===== config.mk =====
export PLATFORM = sky130hd
export DESIGN_NAME = robertson_seq_flat
export DESIGN_NICKNAME = d
export VERILOG_FILES = /design/src/rtl/robertson_seq_if.sv /design/src/rtl/robertson_seq.sv /design/src/flat_wrapper.sv
export SDC_FILE = /design/constraint.sdc
export NUM_CORES = 1
export LEC_CHECK = 0
export CELL_PAD_IN_SITES_DETAIL_PLACEMENT = 2
export CELL_PAD_IN_SITES_GLOBAL_PLACEMENT = 2
export CORE_AREA = 3 3 104 86
export DETAILED_ROUTE_END_ITERATION = 10
export DIE_AREA = 0 0 107 89
export PLACE_DENSITY_LB_ADDON = 0.1
export SLEW_MARGIN = 20
export SYNTH_ARGS = -nofsm -noshare
export SYNTH_HDL_FRONTEND = slang
export SYNTH_SLANG_ARGS = --single-unit

===== constraint.sdc =====
create_clock -name clk -period 1.56 [get_ports clk]
set_input_delay 0.234 -clock clk [delete_from_list [all_inputs] [get_ports clk]]
set_output_delay 0.234 -clock clk [all_outputs]
set_load 0.005 [all_outputs]

===== src/rtl/robertson_seq_if.sv =====
// Signal bundle between the Robertson operand/result sequencer and its surroundings:
// upstream operand handshake, multiplier bus and downstream product handshake.
interface robertson_seq_if;
  logic        in_valid;
  logic        in_ready;
  logic [7:0]  in_m;
  logic [7:0]  in_q;
  logic        mul_enable;
  logic [7:0]  mul_inbus;
  logic        mul_done;
  logic [7:0]  mul_outbus;
  logic        out_valid;
  logic        out_ready;
  logic [15:0] out_product;
  logic        out_error;
  logic        busy;

  modport slave (
    input  in_valid, in_m, in_q, mul_done, mul_outbus, out_ready,
    output in_ready, mul_enable, mul_inbus, out_valid, out_product, out_error, busy
  );

  modport master (
    output in_valid, in_m, in_q, mul_done, mul_outbus, out_ready,
    input  in_ready, mul_enable, mul_inbus, out_valid, out_product, out_error, busy
  );
endinterface


===== src/rtl/robertson_seq.sv =====
// Sequencer around the 8-bit Robertson multiplier: serialises M then Q onto the
// shared bus, waits for done (with timeout), collects {A,Q} and hands it downstream.
module robertson_seq #(
  parameter int TIMEOUT_CYCLES = 64
) (
  input  logic            clk,
  input  logic            rst_n,
  robertson_seq_if.slave  bus
);

  typedef enum logic [2:0] {
    S_IDLE   = 3'd0,
    S_LOAD_M = 3'd1,
    S_LOAD_Q = 3'd2,
    S_WAIT   = 3'd3,
    S_CAP_LO = 3'd4,
    S_OUT    = 3'd5
  } state_t;

  localparam logic [7:0] CNT_LAST = 8'(TIMEOUT_CYCLES - 1);

  state_t      state_r;
  logic [7:0]  q_r;
  logic [7:0]  cnt_r;
  logic        in_ready_r;
  logic        mul_enable_r;
  logic [7:0]  mul_inbus_r;
  logic        out_valid_r;
  logic [15:0] product_r;
  logic        error_r;
  logic        busy_r;

  // Sequencer FSM; every output is a register updated alongside the state.
  always_ff @(posedge clk) begin
    if (!rst_n) begin
      state_r      <= S_IDLE;
      q_r          <= 8'd0;
      cnt_r        <= 8'd0;
      in_ready_r   <= 1'b1;
      mul_enable_r <= 1'b0;
      mul_inbus_r  <= 8'd0;
      out_valid_r  <= 1'b0;
      product_r    <= 16'd0;
      error_r      <= 1'b0;
      busy_r       <= 1'b0;
    end else begin
      case (state_r)
        S_IDLE: begin
          // M goes straight onto the bus register so it is visible during LOAD_M.
          if (bus.in_valid && in_ready_r) begin
            q_r          <= bus.in_q;
            mul_inbus_r  <= bus.in_m;
            mul_enable_r <= 1'b1;
            in_ready_r   <= 1'b0;
            busy_r       <= 1'b1;
            state_r      <= S_LOAD_M;
          end
        end
        S_LOAD_M: begin
          mul_enable_r <= 1'b0;
          mul_inbus_r  <= q_r;
          state_r      <= S_LOAD_Q;
        end
        S_LOAD_Q: begin
          mul_inbus_r <= 8'd0;
          cnt_r       <= 8'd0;
          state_r     <= S_WAIT;
        end
        S_WAIT: begin
          if (bus.mul_done) begin
            product_r[15:8] <= bus.mul_outbus;
            state_r         <= S_CAP_LO;
          end else if (cnt_r == CNT_LAST) begin
            error_r     <= 1'b1;
            product_r   <= 16'd0;
            out_valid_r <= 1'b1;
            state_r     <= S_OUT;
          end else begin
            cnt_r <= cnt_r + 8'd1;
          end
        end
        S_CAP_LO: begin
          product_r[7:0] <= bus.mul_outbus;
          error_r        <= 1'b0;
          out_valid_r    <= 1'b1;
          state_r        <= S_OUT;
        end
        S_OUT: begin
          // Product and error are left untouched on exit; only valid drops.
          if (bus.out_ready) begin
            out_valid_r <= 1'b0;
            in_ready_r  <= 1'b1;
            busy_r      <= 1'b0;
            state_r     <= S_IDLE;
          end
        end
        default: begin
          state_r      <= S_IDLE;
          in_ready_r   <= 1'b1;
          mul_enable_r <= 1'b0;
          mul_inbus_r  <= 8'd0;
          out_valid_r  <= 1'b0;
          busy_r       <= 1'b0;
        end
      endcase
    end
  end

  assign bus.in_ready    = in_ready_r;
  assign bus.mul_enable  = mul_enable_r;
  assign bus.mul_inbus   = mul_inbus_r;
  assign bus.out_valid   = out_valid_r;
  assign bus.out_product = product_r;
  assign bus.out_error   = error_r;
  assign bus.busy        = busy_r;

endmodule

===== src/flat_wrapper.sv =====
// flat-port wrapper written by rule: the top's interface ports become plain ports
module robertson_seq_flat 
#(
  parameter int TIMEOUT_CYCLES = 64
)
  (clk, rst_n, bus_in_valid, bus_in_m, bus_in_q, bus_mul_done, bus_mul_outbus, bus_out_ready, bus_in_ready, bus_mul_enable, bus_mul_inbus, bus_out_valid, bus_out_product, bus_out_error, bus_busy);
  robertson_seq_if bus_i ();
  input  logic clk;
  input  logic rst_n;
  input wire logic [$bits(bus_i.in_valid)-1:0] bus_in_valid;
  input wire logic [$bits(bus_i.in_m)-1:0] bus_in_m;
  input wire logic [$bits(bus_i.in_q)-1:0] bus_in_q;
  input wire logic [$bits(bus_i.mul_done)-1:0] bus_mul_done;
  input wire logic [$bits(bus_i.mul_outbus)-1:0] bus_mul_outbus;
  input wire logic [$bits(bus_i.out_ready)-1:0] bus_out_ready;
  output wire logic [$bits(bus_i.in_ready)-1:0] bus_in_ready;
  output wire logic [$bits(bus_i.mul_enable)-1:0] bus_mul_enable;
  output wire logic [$bits(bus_i.mul_inbus)-1:0] bus_mul_inbus;
  output wire logic [$bits(bus_i.out_valid)-1:0] bus_out_valid;
  output wire logic [$bits(bus_i.out_product)-1:0] bus_out_product;
  output wire logic [$bits(bus_i.out_error)-1:0] bus_out_error;
  output wire logic [$bits(bus_i.busy)-1:0] bus_busy;
  assign bus_i.in_valid = bus_in_valid;
  assign bus_i.in_m = bus_in_m;
  assign bus_i.in_q = bus_in_q;
  assign bus_i.mul_done = bus_mul_done;
  assign bus_i.mul_outbus = bus_mul_outbus;
  assign bus_i.out_ready = bus_out_ready;
  assign bus_in_ready = bus_i.in_ready;
  assign bus_mul_enable = bus_i.mul_enable;
  assign bus_mul_inbus = bus_i.mul_inbus;
  assign bus_out_valid = bus_i.out_valid;
  assign bus_out_product = bus_i.out_product;
  assign bus_out_error = bus_i.out_error;
  assign bus_busy = bus_i.busy;
  robertson_seq #(.TIMEOUT_CYCLES(TIMEOUT_CYCLES)) u_core (.clk(clk), .rst_n(rst_n), .bus(bus_i));
endmodule

Word level (Yosys, flattened, before mapping)
Cells that the tools add are included.
- register bits: 48
- input bits: 29
- output and inout bits: 29
- add/sub/neg operators: 1
- eq/ne operators: 12
- multiplexer cells: 25
- bitwise gates (word level): 4
- reductions and logical operators: 18
- operator list (cell ; number):
    $mux 8 ; 5
    $pmux 8 s2 ; 2
    $pmux 8 s3 ; 1
    $pmux 3 s6 ; 1
    $mux 16 ; 1
    $mux 3 ; 4
    $reduce_and 3->1 ; 4
    $add 8x1->8 const B ; 1
    $eq 8x6->1 const B ; 1
    $reduce_and 2->1 ; 4
    $reduce_or 4->1 ; 2
    $eq 3x2->1 const B ; 2
    $eq 3x3->1 const B ; 2
    $mux 1 ; 6
    $ne 2x2->1 const B ; 3
    $pmux 1 s3 ; 2
    $reduce_bool 2->1 ; 3
    $reduce_or 3->1 ; 2
    $ne 2x1->1 const B ; 2
    $not 1->1 ; 4
    $pmux 1 s2 ; 2
    $pmux 1 s4 ; 1
    $reduce_and 4->1 ; 1
    $eq 3x1->1 const B ; 1
    other kinds (3) ; 3

Logic depth before layout (Yosys ltp)
Gate-level depths: netlist of the first run.
- depth in word-level cells: 4
- gate-level depth with buffers: 6

Least setup slack after synthesis of the first run
Ideal clock, no wire load.
- path type: register to register
- start: register u_core.cnt_r[0]
- end: register u_core.product_r[10], in the netlist u_core.bus.out_product[10]
- arrival: 1445 ps
- slack: -1 ps
- stages on the path, launching flop included: 6
- period minus slack after synthesis: 1561 ps
- cells stage by stage: dfxtp_1 > ha_1 > nand3_1 > o21ai_0 > a31oi_2 > a22o_1
- cells in the longest elaborated chain, start to end: 3
- RTL lines (element ; RTL line ; source):
    from (decl) ; robertson_seq.sv:24 ; logic [7:0] cnt_r;
    from (signal assigned) ; robertson_seq.sv:79 ; cnt_r <= cnt_r + 8'd1;
    $eq 8x6->1 ; robertson_seq.sv:73 ; end else if (cnt_r == CNT_LAST) begin
    $reduce_bool 2->1 (no line) ; -- ;
    $reduce_and 2->1 (no line) ; -- ;
    to (signal assigned) ; robertson_seq.sv:71 ; product_r[15:8] <= bus.mul_outbus;
    to (decl) ; robertson_seq.sv:29 ; logic [15:0] product_r;
Every way passes these cells.
A chain may end at the register's enable or synchronous reset.

Worst setup path in the final report of the first run
- start: register u_core.cnt_r[1]
- end: register u_core.cnt_r[3]
- cells in the longest elaborated chain, start to end: 4
- elaborated cells on any way between the ends: 7
- RTL lines (element ; RTL line ; source):
    $add 8x1->8 ; robertson_seq.sv:79 ;
    $mux 8 ; robertson_seq.sv:73 ;
    $mux 8 ; robertson_seq.sv:70 ; if (bus.mul_done) begin
    $pmux 8 s2 ; robertson_seq.sv:47 ; case (state_r)
Parallel ways exist; a longest one is shown, timed or not. The select of a mux whose other input is x is not followed.

==> flow_summary.toml, run 1 <==
[setup_path]
crit_chain = "ha_4 > and3_4 > buf_4 > a211oi_2 > buf_4 > a41oi_1 > a31oi_1"
crit_required_ps = 1800
crit_path_max_fanout = 4
rr_endpoint = "u_core.cnt_r[3]$_SDFFE_PN0P_"
r2r_start = "u_core.cnt_r[1]$_SDFFE_PN0P_"
crit_path_end_kind = "flop"
reg2reg_depth = 7
crit_path_top_delay_cell = "dfxtp_4"
crit_path_start_kind = "flop"
cp-endpoint = "u_core.cnt_r[3]$_SDFFE_PN0P_"
cp-startpoint = "u_core.cnt_r[1]$_SDFFE_PN0P_"
reg2reg_slack_ps = 30
crit_type = "flop to flop"
crit_top_cell = "buf_4"
slowest_delay_ps = 370
critPathArrivalTime_ps = 1770

[routing]
met3_length_um = 238
wl_per_cell_um = 15.6
ant_nets = 0
wl_um = 6270
first_pass_iters = 4
via_count = 1880
drcViolationCount = 0
met1_length_um = 2990
vias_per_cell = 4.69
drtIter0Drc = 35
met2_length_um = 2990
routed.top_layer = "met4"

[synth]
synth.avg_cell_area_um2 = 9.92
synth_fp_nets = 230
syn_area_um2 = 1980
synth.top_cell.area_share_pct = 48.4
async_flop_share_pct = 0
ys.flop_type = "dfxtp_1"
synth-seq-area-share_pct = 48.4
synth_area_leaders = "dfxtp_1, mux2i_1, a22o_1"
synth.lib_cells_used.distinct = 41
ys_ff_latch = 48
yosys.area.top_type = "dfxtp_1"
synthCells = 200
ys_warn_count = 0
synth-edff-count = 0

[sta]
slew_violations = 0
min_period_ps = 1530
rsz0062_at_grt = "yes"
setup_slack_ps = 26.7
worst_pin_slew_ps = 354
hold_viol_final = 0
whs_ps = 481
relSlewSlack_pct = 75.8
fmax_ghz = 0.652
setup_viol = 0
fin_worst_skew_ps = 7.71
period_share_pct = 98.3

[clocking]
clk_latency_ps = 300
cts.sinks = 48
clock_path_buffers = 2
cts.htree.levels = 2
clkSlewWorstSetupHoldPaths_ps = 100
cts_root_buf = "clkbuf_8"
cts_hold_buffers = 0
cts_tree = "built"
cts_buffers = 5

[grt]
antenna_found_initial = 0
grt_pass1_vias = 1990
overflow = 0
grt_max_degree = 17
track_usage_pct = 13.9
grt_pass1_wl_um = 10400

[final_layout]
areaGrowthSynthToFinish_pct = 55.6
layout.nets = 322
diodes = 0
fillers = 866
drive_above_1_share_pct = 21.8
regArea_um2 = 973
multiInputGateArea_um2 = 1000

[place]
place_ws_ps = -247
port_buffers = 57
gp_congestion = 0.732
hpwl_um = 4770

[die]
rows = 29
die_w_um = 107
dieArea_um2 = 9520
die_h_um = 89
ios = 58
floorplan.initialDensity_pct = 25.0
core_area_um2 = 7950

[run_status]
status = "finished, final reports clean"

[worst_hold_path]
hold_path_class = "flop to flop"

[run]
cap_violations = 0

[power_and_ir_drop]
powerDensity_nw_per_um2 = 903
peakVddDrop_uv = 422
leakage_nw = 1.23
repair_timing:
action,in CTS,in global routing
setup buffers,0,2
endpoints found under the setup margin,19,33
gates resized for setup,7,13
cloned,0,0
pin swaps,1,12
per-stage QoR:
stage                     TNS, ps  cells  cell area (um2)  power, mW  util [%]
after floorplan                 0    200             1980       1.69         -
after global placement      -4130    391             2920       2.05      36.7
after detailed placement    -4370    391             2920       2.05      36.7
after CTS                       0    399             3030       2.84      38.2
after global routing         -246    401             3090       2.97      38.9
final                           0    401             3090       2.79      38.9
state kept, by name, summed over array words and instances, names as in the netlist:
signal,flops
u_core.bus.busy,1
u_core.bus.in_ready,1
u_core.bus.mul_enable,1
u_core.bus.mul_inbus,8
u_core.bus.out_error,1
u_core.bus.out_product,16
u_core.bus.out_valid,1
u_core.cnt_r,8
u_core.q_r,8
u_core.state_r,3
how the worst min path moves through the flow:
stage | slack [ps] | start | endpoint | cells past startpoint
6_report | 480 | u_core.bus.mul_inbus[0]$_SDFFE_PN0P_ | u_core.bus.mul_inbus[0]$_SDFFE_PN0P_ | 1
3_5_place_dp | 450 | u_core.bus.mul_inbus[0]$_SDFFE_PN0P_ | u_core.bus.mul_inbus[0]$_SDFFE_PN0P_ | 1
5_1_grt | 500 | u_core.bus.mul_inbus[0]$_SDFFE_PN0P_ | u_core.bus.mul_inbus[0]$_SDFFE_PN0P_ | 1
2_1_floorplan | 300 | rst_n | u_core.bus.in_ready$_SDFFE_PN1P_ | 1
4_1_cts | 490 | u_core.bus.mul_inbus[7]$_SDFFE_PN0P_ | u_core.bus.mul_inbus[7]$_SDFFE_PN0P_ | 1
3_3_place_gp | 460 | u_core.bus.mul_inbus[0]$_SDFFE_PN0P_ | u_core.bus.mul_inbus[0]$_SDFFE_PN0P_ | 1
worst max-delay path, delay by kind of cell, from the launching register on:
kind | cells | cell delay (ps)
AO/OA/AOI/OAI | 3 | 440
flip-flops | 1 | 370
buffers and inverters | 2 | 290
AND/OR/NAND/NOR | 1 | 200
adder cells (fa/ha/maj) | 1 | 170
synth_stat cells (all sizes together) (3+ instances only):
cell / n
nor2: 20
nand2: 12
inv: 10
o311a: 3
dfxtp: 48
o2bb2ai: 8
a21oi: 10
buf: 6
nand3: 5
o21ai: 9
mux2i: 18
nor3: 3
a31oi: 7
and3: 3
a22o: 16
layout make-up:
type	count	area share (%)
clock inverters	3	0.770
repair buffers	92	27.5
flip-flops and latches	48	31.5
well taps	108	4.38
clock buffers	5	2.23
multi-input cells	135	32.4
inverters	10	1.22
cell usage in the layout, fill, tap and decap left out, drive strengths merged, types with 2 or more instances in the layout:
| cell | netlist | layout |
|---|---|---|
| a211oi | 2 | 2 |
| a21oi | 10 | 10 |
| a22o | 16 | 16 |
| a31oi | 7 | 7 |
| and3 | 3 | 3 |
| buf | 6 | 35 |
| clkbuf | 1 | 5 |
| clkdlybuf4s50 | 0 | 56 |
| clkinvlp | 0 | 2 |
| dfxtp | 48 | 48 |
| inv | 10 | 10 |
| mux2i | 18 | 18 |
| nand2 | 12 | 12 |
| nand2b | 2 | 2 |
| nand3 | 5 | 5 |
| nor2 | 20 | 20 |
| nor3 | 3 | 3 |
| o21ai | 9 | 9 |
| o22ai | 2 | 2 |
| o2bb2ai | 8 | 8 |
| o311a | 3 | 3 |
where the power goes:
part	internal, mW	switching [mW]	leakage (nW)	total (mW)
Sequential	1.31	0.0561	0.393	1.36
Clock	0.318	0.447	0.0404	0.766
Combinational	0.355	0.303	0.792	0.659
Total	1.98	0.807	1.23	2.79
metal layers:
layer	vias to the layer above	global-route usage, %
li1	929	-
met1	912	18.1
met3	4	2.74
met2	35	23.4
met4	0	4.18
met5	-	0
kinds of logic after synthesis:
| logic type | after synthesis | synth area share, % |
|---|---|---|
| muxes | 18 | 9.08 |
| and+or+nand+nor | 54 | 14.4 |
| AOI/OAI and AO/OA | 62 | 24.0 |
| buffers and inverters | 17 | 3.53 |
| DFF | 48 | 48.4 |
| adders and majority gates | 1 | 0.630 |
No activity file was read; power rests on OpenSTA's default activity.
==> run 2: changes to the inputs <==
Settings changed: CORE_AREA 3 3 104 86 to 5 5 106 88, DIE_AREA 0 0 107 89 to 0 0 111 93.
==> flow_summary.toml, run 2 (synthesis results as in run 1) <==
[setup_path]
crit_top_cell = "buf_4"
crit_path_top_delay_cell = "dfxtp_2"
crit_path_max_fanout = 4
crit_chain = "ha_4 > and3_4 > buf_4 > a211oi_4 > buf_4 > inv_1 > mux2i_1"
crit_type = "flop to flop"
crit_required_ps = 1790
critPathBufInv = 3
crit_path_start_kind = "flop"
slowest_delay_ps = 350
crit_path_end_kind = "flop"
critPathArrivalTime_ps = 1740
critPathTopFamily = "flip-flops"

[run]
cap_violations = 0

[final_layout]
drive_above_1_share_pct = 24.5
largest_reg_flops = 16
diodes = 0
mostFrequentLayoutCells = "clkdlybuf4s50_1, dfxtp_1, buf_4"
areaGrowthSynthToFinish_pct = 61.8
stdcell_count = 410
layout.nets = 328
layout_commonest_cell = "clkdlybuf4s50_1"
utilization_pct = 39.1

[sta]
setup_viol = 0
fin_worst_skew_ps = 4.75
min_period_ps = 1510
whs_ps = 476
worst_pin_slew_ps = 351
period_share_pct = 97.1
relSlewSlack_pct = 76.6
setup_slack_ps = 45.1
fmax_ghz = 0.660
slew_violations = 0
hold_viol_final = 0

[routing]
ant_nets = 0
wl_um = 6880
drtIter0Drc = 25
vias_per_cell = 4.64
drcViolationCount = 0
first_pass_iters = 4
wl_per_cell_um = 16.8
via_count = 1903

[die]
core_area_um2 = 8220
ios = 58
die_w_um = 111
floorplan.initialDensity_pct = 24.1
die_h_um = 93
dieArea_um2 = 10300
rows = 30

[place]
port_buffers = 57
place_inst = 401
place_ws_ps = -251
hpwl_um = 4910
gp_congestion = 0.737

[clocking]
clk_latency_ps = 300
clkSlewWorstSetupHoldPaths_ps = 90
cts_buffers = 5
cts_hold_buffers = 0
cts_root_buf = "clkbuf_8"
cts.sinks = 48
cts.htree.levels = 2
clock_path_buffers = 2
cts_tree = "built"

[worst_hold_path]
hold_path_class = "flop to flop"

[power_and_ir_drop]
powerDensity_nw_per_um2 = 970
leakage_nw = 1.26
peakVddDrop_uv = 323
design_power_total_mw = 3.12

[grt]
track_usage_pct = 13.6
antenna_found_initial = 0
overflow = 0
grt_max_degree = 18
grt_pass1_vias = 2144
grt_pass1_wl_um = 11300

[run_status]
status = "finished, final reports clean"
## run 2: final timing paths
kind / slack, ps / cells after the start / to / start
worst max-delay path: 50 / 7 / u_core.cnt_r[0]$_SDFFE_PN0P_ / u_core.cnt_r[1]$_SDFFE_PN0P_
worst min-delay path: 480 / 1 / u_core.bus.mul_inbus[4]$_SDFFE_PN0P_ / u_core.bus.mul_inbus[4]$_SDFFE_PN0P_
worst max register to register: 50 / 7 / u_core.cnt_r[0]$_SDFFE_PN0P_ / u_core.cnt_r[1]$_SDFFE_PN0P_
worst min register to register: 480 / 1 / u_core.bus.mul_inbus[4]$_SDFFE_PN0P_ / u_core.bus.mul_inbus[4]$_SDFFE_PN0P_
## run 2: timing repair
action | 4_1_cts | 5_1_grt
pin swaps | 4 | 3
setup buffers | 2 | 0
setup endpoints to repair | 24 | 40
resized for setup | 11 | 14
## run 2: metrics by stage
step	cell area, um2	TNS (ps)
finish	3210	0
global route	3210	-91.7
CTS	3140	0
detailed placement	2970	-5650
global placement	2970	-4570
floorplan	1980	0
## run 2: power by group
| group | leakage, nW | switching, mW | total [mW] | internal, mW |
|---|---|---|---|---|
| logic | 0.804 | 0.316 | 0.682 | 0.366 |
| clock network | 0.0642 | 0.437 | 1.07 | 0.632 |
| registers | 0.393 | 0.0588 | 1.36 | 1.31 |
| total | 1.26 | 0.812 | 3.12 | 2.30 |
## run 2: cell type report
type | instances | area, um2
sequential | 48 | 973
inverter | 10 | 37.5
tap | 112 | 140
clock inverter | 2 | 60.1
clock buffer | 5 | 68.8
multi-input combinational | 135 | 1040
fill | 877 | 5010
timing repair buffer | 98 | 891
## run 2: per-layer routing
metal	track usage [%]	share of wire (%)	vias to the layer above	wire length, um
met5	0	0	-	0
met4	3.38	0.99	0	68
met3	3.43	4.3	5	295
met2	20.8	43	42	2950
met1	19.1	52	920	3570
li1	-	-	936	-
==> edit (settings of run 1) <==
Encoding of `state_t`: now one-hot (6 bits for 6 states).
--- a/src/rtl/robertson_seq.sv
+++ b/src/rtl/robertson_seq.sv
@@ -8,13 +8,13 @@
   robertson_seq_if.slave  bus
 );
 
-  typedef enum logic [2:0] {
-    S_IDLE   = 3'd0,
-    S_LOAD_M = 3'd1,
-    S_LOAD_Q = 3'd2,
-    S_WAIT   = 3'd3,
-    S_CAP_LO = 3'd4,
-    S_OUT    = 3'd5
+  typedef enum logic [5:0] {
+    S_IDLE   = 6'b000001,
+    S_LOAD_M = 6'b000010,
+    S_LOAD_Q = 6'b000100,
+    S_WAIT   = 6'b001000,
+    S_CAP_LO = 6'b010000,
+    S_OUT    = 6'b100000
   } state_t;
 
   localparam logic [7:0] CNT_LAST = 8'(TIMEOUT_CYCLES - 1);
Check against the original RTL: no difference found for any inputs over 10 cycles, from zero or initial values and one cycle with rst_n low; not proved beyond that.
==> edit against run 1 <==
The run now ends with setup timing left. Sequential cell count up 3. Sequential share of layout area down 4.3 points. Via count up 21%. Routed wire length increased by 34%. Synthesized area up 12%. Final area is 22% higher. Setup slack worse by 0.45 ns. Critical path type unchanged.
Power is not compared: it rests on default switching activity, and its combinational part moved more than twofold at a synthesized area within 25%.
==> edit: results (changes against run 1) <==
Min path
  • Hold Crit Depth: 2 (was 1)
  • Hold Crit Start: u_core.bus.out_product[13] (was u_core.bus.mul_inbus[0])

Layout
  • Layout net count: 371 (was 322)
  • Fraction of layout cells with a size suffix above 1: 0.365 (was 0.218)
  • Core Util, Final: 0.473 (was 0.389)
  • FILL cells: 824 (was 866)

Detailed routing
  • Met1 WL: 4050 um (was 2990 um)
  • DR WL/cell: 18.7 um (was 15.6 um)
  • Total Wirelength: 8420 um (was 6270 um)
  • Vias post-DR: 2280 (was 1880)
  • Met2 wire length: 4080 um (was 2990 um)

Place
  • Post-detail-place hpwl: 5620 um (was 4770 um)
  • GPL Wtd Cong: 0.739 (was 0.732)
  • Dpl cells: 432 (was 391)
  • Post-DP Area: 3260 um^2 (was 2920 um^2)

Synth
  • Synth top cells by count: 51 x dfxtp_1, 15 x nand2_1, 14 x nor2_1, 14 x o21ai_0 (was 48 x dfxtp_1, 20 x nor2_1, 18 x mux2i_1)
  • Mapped Nets: 266 (was 230)
  • Mux contribution to synthesized area: 0.0405 (was 0.0908)
  • Synth Area in XOR/XNOR: 0.00787 (was 0)
  • Seq/Total Area, Yosys: 0.459 (was 0.484)
  • Distinct cells, synth: 50 (was 41)
  • Top cells by area, synth: dfxtp_1 46%, mux2i_1 4.0%, a22o_1 3.1%, o21ai_0 3.1%, a211oi_1 2.7% (was dfxtp_1 48%, mux2i_1 9.1%, a22o_1 7.1%, nor2_1 3.8%, o2bb2ai_1 3.5%)
  • Adder-Cell Fraction of Synth Area: 0.00562 (was 0.00631)
  • Syn avg cell area: 9.43 um^2 (was 9.92 um^2)

Critical path
  • Critical Path AT: 2.17 ns (was 1.77 ns)
  • Crit path from: u_core.state_r[1] (was u_core.cnt_r[1])
  • R2R depth: 6 (was 7)

Global routing
  • Global-route met2 utilization: 0.306 (was 0.234)
  • Vias in the first global route: 2467 (was 1990)
  • Largest net degree at the start of global routing: 19 (was 17)
  • Total GRT Usage: 0.181 (was 0.139)
  • Met3 global-route usage: 0.0347 (was 0.0274)
  • First-pass GRT wire length: 13500 um (was 10400 um)

Timing
  • Setup Skew: 0.00742 ns (was 0.00771 ns)
  • Setup Viol. Count Final: 51 (was 0)
  • Final worst slack: -0.426 ns (was 0.0267 ns)

CTS
  • Cts repair resizes: 52 (was 7)
  • Post-CTS setup repair buffer count: 7 (was 0)

Status
  • Failing checks: setup timing
  • Status: finished, violations left (was finished clean)
==> edit: cell types whose count changed after synthesis, sizes merged, moves of 6 or more <==
cell            run 1  this run
clkbuf              1        11
o2bb2ai             8         0
a211oi              2         8
a22oi               1         8
a22o               16         8
and3                3         9
inv                10         4
mux2i              18         9
==> edit: final timing paths <==
kind,end,slack [ns]
max,u_core.cnt_r[1],-0.43
min,u_core.bus.out_product[13],0.47
max reg2reg,u_core.cnt_r[1],-0.43
min reg2reg,u_core.bus.out_product[13],0.47
==> edit: area by class of cell <==
class / count / share of cell area
flip-flops and latches: 51 / 0.273
multi-input cells: 165 / 0.362
inverters: 4 / 0.00400
clock buffers: 6 / 0.0193
well taps: 108 / 0.0360
clock inverters: 2 / 0.0103
repair buffers: 114 / 0.296
==> edit: worst max-delay path, stage by stage (launching register included) <==
cell and delay [ns]:
dfxtp_2 0.33, or4_4 0.55, or3_4 0.42, buf_6 0.14, buf_4 0.13, o211ai_1 0.19, a21oi_1 0.10
